**config.mk**
```make
export PLATFORM = sky130hd
export DESIGN_NAME = inst_encoder
export DESIGN_NICKNAME = d
export VERILOG_FILES = /design/src/rtl/inst_encoder.sv
export SDC_FILE = /design/constraint.sdc
export NUM_CORES = 1
export LEC_CHECK = 0
export ABC_AREA = 1
export CAP_MARGIN = 25
export CORE_UTILIZATION = 30
export DETAILED_ROUTE_END_ITERATION = 12
export PLACE_DENSITY = 0.46
export SETUP_SLACK_MARGIN = 0.2
export SLEW_MARGIN = 20
export SYNTH_ARGS = -nofsm -noshare
export SYNTH_HDL_FRONTEND = slang
export SYNTH_SLANG_ARGS = --single-unit
```
**constraint.sdc**
```tcl
create_clock -name clk -period 3.4 [get_ports clk]
set_clock_uncertainty 0.1 [all_clocks]
set_input_delay 0.68 -clock clk [delete_from_list [all_inputs] [get_ports clk]]
set_output_delay 0.68 -clock clk [all_outputs]
set_load 0.03 [all_outputs]
```
**src/rtl/inst_encoder.sv**
```systemverilog
// Instruction encoder: turns a decoded request back into a 32-bit word and queues it, address-tagged, in a 2-entry FIFO.
// Optional macro INST_ENCODER_STRICT_EN makes illegal requests set a sticky err that blocks input until err_clr.
module inst_encoder #(
   parameter int unsigned        ADDR_W    = 32,
   parameter logic [ADDR_W-1:0]  BASE_ADDR = '0
) (
   input  logic              clk,
   input  logic              rst,
   input  logic              in_valid,
   output logic              in_ready,
   input  logic [2:0]        inst_type,
   input  logic [3:0]        alu_ctrl,
   input  logic [2:0]        branch_ctrl,
   input  logic [4:0]        rd,
   input  logic [4:0]        rs1,
   input  logic [4:0]        rs2,
   input  logic [31:0]       imm,
   output logic              out_valid,
   input  logic              out_ready,
   output logic [31:0]       out_word,
   output logic [ADDR_W-1:0] out_addr,
   output logic              err_pulse,
   input  logic              err_clr,
   output logic              err
);

   localparam logic [6:0] OPC_R = 7'b0110011;
   localparam logic [6:0] OPC_I = 7'b0000011;
   localparam logic [6:0] OPC_U = 7'b0110111;
   localparam logic [6:0] OPC_S = 7'b0100011;
   localparam logic [6:0] OPC_B = 7'b1100011;
   localparam logic [6:0] OPC_J = 7'b1101111;

   logic [31:0]       word0_q, word0_d, word1_q, word1_d;
   logic [ADDR_W-1:0] addr0_q, addr0_d, addr1_q, addr1_d;
   logic [ADDR_W-1:0] addrCnt_q, addrCnt_d;
   logic [1:0]        count_q, count_d;
   logic              errPulse_q, errPulse_d;
   logic              err_q, err_d;

   logic        legal;
   logic        isShift;
   logic [2:0]  funct3;
   logic [6:0]  funct7;
   logic [31:0] newWord;
   logic        accept, push, pop;

   // Field assembly; legal drops low for any type/control code with no encoding.
   always_comb begin
      legal   = 1'b1;
      isShift = 1'b0;
      funct3  = 3'b000;
      funct7  = 7'b0000000;
      newWord = 32'h0;
      case (inst_type)
         3'b000: begin
            case (alu_ctrl)
               4'b0010: funct3 = 3'b000;
               4'b0100: begin funct3 = 3'b000; funct7 = 7'b0100000; end
               4'b0011: funct3 = 3'b001;
               4'b1000: funct3 = 3'b010;
               4'b0111: funct3 = 3'b100;
               4'b0101: funct3 = 3'b101;
               4'b1001: begin funct3 = 3'b101; funct7 = 7'b0100000; end
               4'b0001: funct3 = 3'b110;
               4'b0000: funct3 = 3'b111;
               default: legal = 1'b0;
            endcase
            newWord = {funct7, rs2, rs1, funct3, rd, OPC_R};
         end
         3'b011: begin
            case (alu_ctrl)
               4'b0010: funct3 = 3'b000;
               4'b1000: funct3 = 3'b010;
               4'b0111: funct3 = 3'b011;
               4'b0001: funct3 = 3'b100;
               4'b0011: begin funct3 = 3'b001; isShift = 1'b1; end
               4'b0101: begin funct3 = 3'b101; isShift = 1'b1; end
               4'b1001: begin funct3 = 3'b101; isShift = 1'b1; funct7 = 7'b0100000; end
               default: legal = 1'b0;
            endcase
            if (isShift) begin
               newWord = {funct7, imm[4:0], rs1, funct3, rd, OPC_I};
            end else begin
               newWord = {imm[11:0], rs1, funct3, rd, OPC_I};
            end
         end
         3'b001: newWord = {imm[31:12], rd, OPC_U};
         3'b100: newWord = {imm[11:5], rs2, rs1, 3'b010, imm[4:0], OPC_S};
         3'b101: begin
            case (branch_ctrl)
               3'b000:  funct3 = 3'b000;
               3'b001:  funct3 = 3'b001;
               3'b010:  funct3 = 3'b100;
               3'b011:  funct3 = 3'b101;
               3'b100:  funct3 = 3'b110;
               3'b101:  funct3 = 3'b111;
               default: legal = 1'b0;
            endcase
            newWord = {imm[12], imm[10:5], rs2, rs1, funct3, imm[4:1], imm[11], OPC_B};
         end
         3'b010: newWord = {imm[20], imm[10:1], imm[11], imm[19:12], rd, OPC_J};
         default: legal = 1'b0;
      endcase
   end

   assign in_ready  = (count_q != 2'd2) && !err_q;
   assign out_valid = (count_q != 2'd0);
   assign accept    = in_valid && in_ready;
   assign push      = accept && legal;
   assign pop       = out_valid && out_ready;

   // Slot 0 is always the head; a push lands in slot 0 whenever that slot is free or being vacated.
   always_comb begin
      word0_d    = word0_q;
      word1_d    = word1_q;
      addr0_d    = addr0_q;
      addr1_d    = addr1_q;
      addrCnt_d  = addrCnt_q;
      count_d    = count_q;
      errPulse_d = accept && !legal;
      if (pop && (count_q == 2'd2)) begin
         word0_d = word1_q;
         addr0_d = addr1_q;
      end
      if (push) begin
         if ((count_q == 2'd0) || pop) begin
            word0_d = newWord;
            addr0_d = addrCnt_q;
         end else begin
            word1_d = newWord;
            addr1_d = addrCnt_q;
         end
         addrCnt_d = addrCnt_q + ADDR_W'(4);
      end
      if (push && !pop) begin
         count_d = count_q + 2'd1;
      end else if (!push && pop) begin
         count_d = count_q - 2'd1;
      end
   end

`ifdef INST_ENCODER_STRICT_EN
   // A new illegal accept takes priority over a simultaneous clear.
   always_comb begin
      err_d = err_q;
      if (err_clr) begin
         err_d = 1'b0;
      end
      if (accept && !legal) begin
         err_d = 1'b1;
      end
   end
`else
   logic unusedErrClr;
   assign unusedErrClr = err_clr;
   assign err_d        = 1'b0;
`endif

   always_ff @(posedge clk) begin
      if (rst) begin
         word0_q    <= '0;
         word1_q    <= '0;
         addr0_q    <= '0;
         addr1_q    <= '0;
         addrCnt_q  <= BASE_ADDR;
         count_q    <= 2'd0;
         errPulse_q <= 1'b0;
         err_q      <= 1'b0;
      end else begin
         word0_q    <= word0_d;
         word1_q    <= word1_d;
         addr0_q    <= addr0_d;
         addr1_q    <= addr1_d;
         addrCnt_q  <= addrCnt_d;
         count_q    <= count_d;
         errPulse_q <= errPulse_d;
         err_q      <= err_d;
      end
   end

   assign out_word  = word0_q;
   assign out_addr  = addr0_q;
   assign err_pulse = errPulse_q;
   assign err       = err_q;

endmodule

```
==> flow_summary.json <==
{
  "status": "completed",
  "endpoint_kind": "flip-flop",
  "synth_ff_type": "dfxtp_1",
  "ys_seq_area_frac": 0.353,
  "hpwlAfterDp_um": 18900,
  "grtUsageMet3": 0.0261,
  "worst_slew_pin_slew_ns": 0.895,
  "cts_repair_resize_count": 0,
  "hold_viol_final": 0,
  "period_minus_slack_ns": 2.84,
  "rows": 62,
  "routed_wl_um": 27800,
  "worstSetupPathType": "input port to flip-flop",
  "wl_per_cell_um": 13.9,
  "cts.sinks": 158,
  "synth_top_family_by_area": "simple AND/OR/NAND/NOR gates",
  "r2r_end": "addrCnt_q[18]",
  "crit_chain": "clkdlybuf4s50_1, nor2_1, nand2_1, nand2_1, nand2_1, nand2_8, nand3_4, buf_12, nor2_1, nor2_1",
  "via_per_inst": 4.55,
  "report.final.slew_viol_count": 0,
  "clk_latency_ns": 0.43,
  "dieWidth_um": 175,
  "reg2reg_slack_ns": 1.23,
  "cts_inserted_buffers": 17,
  "synthXorXnorAreaFrac": 0.0147,
  "rr_worst_depth": 8,
  "cp_slowest_stage_delay_ns": 0.66,
  "worstSetupStartpointType": "input port",
  "p_leak_nw": 4.99,
  "whs_path_depth": 2,
  "drive_gt1_frac": 0.0527,
  "crit_start": "inst_type[2]",
  "avgSynthCellArea_um2": 5.93,
  "tritoncts": "done",
  "routed-via-count": 9094,
  "path_buf_inv": 2,
  "busiest_layer": "met2",
  "fin_nets": 1664,
  "synthArstFlopShare": 0,
  "critPathTopFamily": "simple AND/OR/NAND/NOR gates",
  "gp_congestion": 0.854,
  "syn_nets": 1573,
  "peakVddDrop_mv": 0.312,
  "synthAdderAreaFrac": 0.00280,
  "finalHoldWorstSlack_ns": 0.354,
  "grt_pass1_vias": 8727,
  "max_clock_freq_mhz": 352,
  "yosys.area_share.simple": 0.430,
  "synthCells": 1509,
  "htreeDepth": 4,
  "synth_area_mm2": 0.00895,
  "setup_tns_ns": 0,
  "grt_use_total": 0.188,
  "initial_core_util": 0.309,
  "use_met1": 0.271,
  "die_h_um": 175,
  "grtUsageMet2": 0.293,
  "power_density_mw_per_mm2": 498,
  "area_growth_pct": 25.1,
  "grt_pass1_wl_um": 46000,
  "hold_buffers": 0,
  "ioPinCount": 130,
  "synth_edf_count": 0,
  "setup_viol": 0,
  "dieArea_mm2": 0.0305,
  "cp_slowest_cell": "clkdlybuf4s50_1",
  "io_buffers": 127,
  "cp.arrival_ns": 3.07,
  "fillers": 3149,
  "post_cts_buffers": 0,
  "rsz0062_at_grt": "false",
  "path_clk_slew_ns": 0.07,
  "clockBufferDepth": 2,
  "worstPathMaxFanout": 29,
  "ys_ff_latch": 158,
  "root_buffer": "clkbuf_16",
  "maxSlewHeadroom": 0.403,
  "post-place-ws_ns": 0.119,
  "antennaDiodeCount": 0,
  "hp-class": "flip-flop to flip-flop",
  "worst_slack_ns": 0.555,
  "core_area_mm2": 0.0290,
  "drc": 0,
  "dr.pass1.iters": 5,
  "antenna_found_initial": 0,
  "synth-compound-area-share": 0.0917,
  "rr_startpoint": "addrCnt_q[3]",
  "crit_end": "word1_q[22]",
  "grt_max_degree": 99,
  "min_period_over_period": 0.837,
  "yosys_warnings": 0,
  "drtAntennaViolNets": 0,
  "critPathRequiredTime_ns": 3.62,
  "grt-ovfl-total": 0,
  "drtIter0Drc": 546,
  "synth.area.mux_share": 0,
  "synth.distinct_cells": 34,
  "fin_util": 0.386,
  "cap_violations": 0,
  "cp.depth": 10
}
==> per-stage QoR <==
stage | std cells | power (W) | instance area, µm²
floorplan | 1509 | 0.00314 | 8950
global placement | 1965 | 0.00372 | 10600
detailed placement | 1965 | 0.00372 | 10600
CTS | 1997 | 0.00565 | 11200
global route | 1997 | 0.00592 | 11200
finish | 1997 | 0.00558 | 11200
==> state kept, by name, summed over array words and instances (netlist names) <==
signal	cells
addr1_q	30
addrCnt_q	30
count_q	2
out_word	32
word1_q	31
err_pulse	1
out_addr	32
==> layout by cell type (no fill, tap or decap), types with 3 or more instances in the layout <==
cell type | netlist | final
a21oi_1 | 72 | 72
buf_12 | 0 | 9
buf_4 | 11 | 20
clkbuf_16 | 0 | 17
clkdlybuf4s50_1 | 0 | 126
dfxtp_1 | 158 | 158
inv_1 | 132 | 132
inv_2 | 8 | 8
inv_6 | 0 | 5
inv_8 | 0 | 4
nand2_1 | 582 | 582
nand3_1 | 83 | 82
nand3_2 | 3 | 3
nand3b_1 | 11 | 11
nand4_1 | 27 | 27
nor2_1 | 229 | 229
nor2_4 | 3 | 3
o21ai_0 | 83 | 83
xor2_1 | 14 | 14
==> synth_stat cells (13+ instances only) <==
cell type	number	area share
buf_2	21	0.012
nor2_1	229	0.096
nand4_1	27	0.019
inv_1	132	0.055
dfxtp_1	158	0.35
buf_1	13	0.0055
a21oi_1	72	0.040
xor2_1	14	0.014
o21ai_0	83	0.046
clkbuf_1	34	0.014
nand2_1	582	0.24
nand3_1	83	0.046
==> routing by layer <==
| layer | vias to the layer above | part of all wire |
|---|---|---|
| li1 | 4859 | - |
| met1 | 4065 | 0.52 |
| met2 | 148 | 0.43 |
| met3 | 22 | 0.035 |
| met4 | 0 | 0.011 |
| met5 | - | 0 |
==> where the power goes <==
group | internal, W | switching [W]
clock | 0.000979 | 0.000930
sequential | 0.00200 | 0.0000730
combinational | 0.000531 | 0.00106
==> worst reg2reg max path, stage by stage, from the launching register on <==
cell	delay, ns
dfxtp_1	0.43
ha_1	0.31
inv_1	0.08
nor2_1	0.37
nand2_1	0.25
nor2_1	0.17
xor2_1	0.15
nand3_1	0.08
a21oi_1	0.15
==> area by class of cell <==
| type | count | area [µm²] | area share |
|---|---|---|---|
| multi-input cells | 1125 | 4850 | 0.433 |
| flip-flops and latches | 158 | 3160 | 0.282 |
| repair buffers | 156 | 1600 | 0.143 |
| inverters | 142 | 536 | 0.0478 |
| well taps | 384 | 480 | 0.0429 |
| clock buffers | 17 | 425 | 0.0380 |
| clock inverters | 15 | 150 | 0.0134 |
==> how the worst min path moves through the flow <==
stage	start	slack [ns]	to
floorplan	word1_q[1]	0.33	word1_q[1]
global placement	word1_q[1]	0.34	word1_q[1]
detailed placement	word1_q[1]	0.34	word1_q[1]
CTS	word1_q[1]	0.36	word1_q[1]
global route	out_addr[0]	0.38	out_addr[0]
finish	word1_q[1]	0.35	word1_q[1]
==> logic make-up (layout without fill, tap and decap cells) <==
group	count (synthesis)	after routing
and+or+nand+nor	946	946
buffers and inverters	226	330
AOI/OAI and AO/OA	161	161
DFF	158	158
xor gates and xnor gates	15	15
adders and majority gates	2	2
other	1	1
No activity file was read; power rests on OpenSTA's default activity.
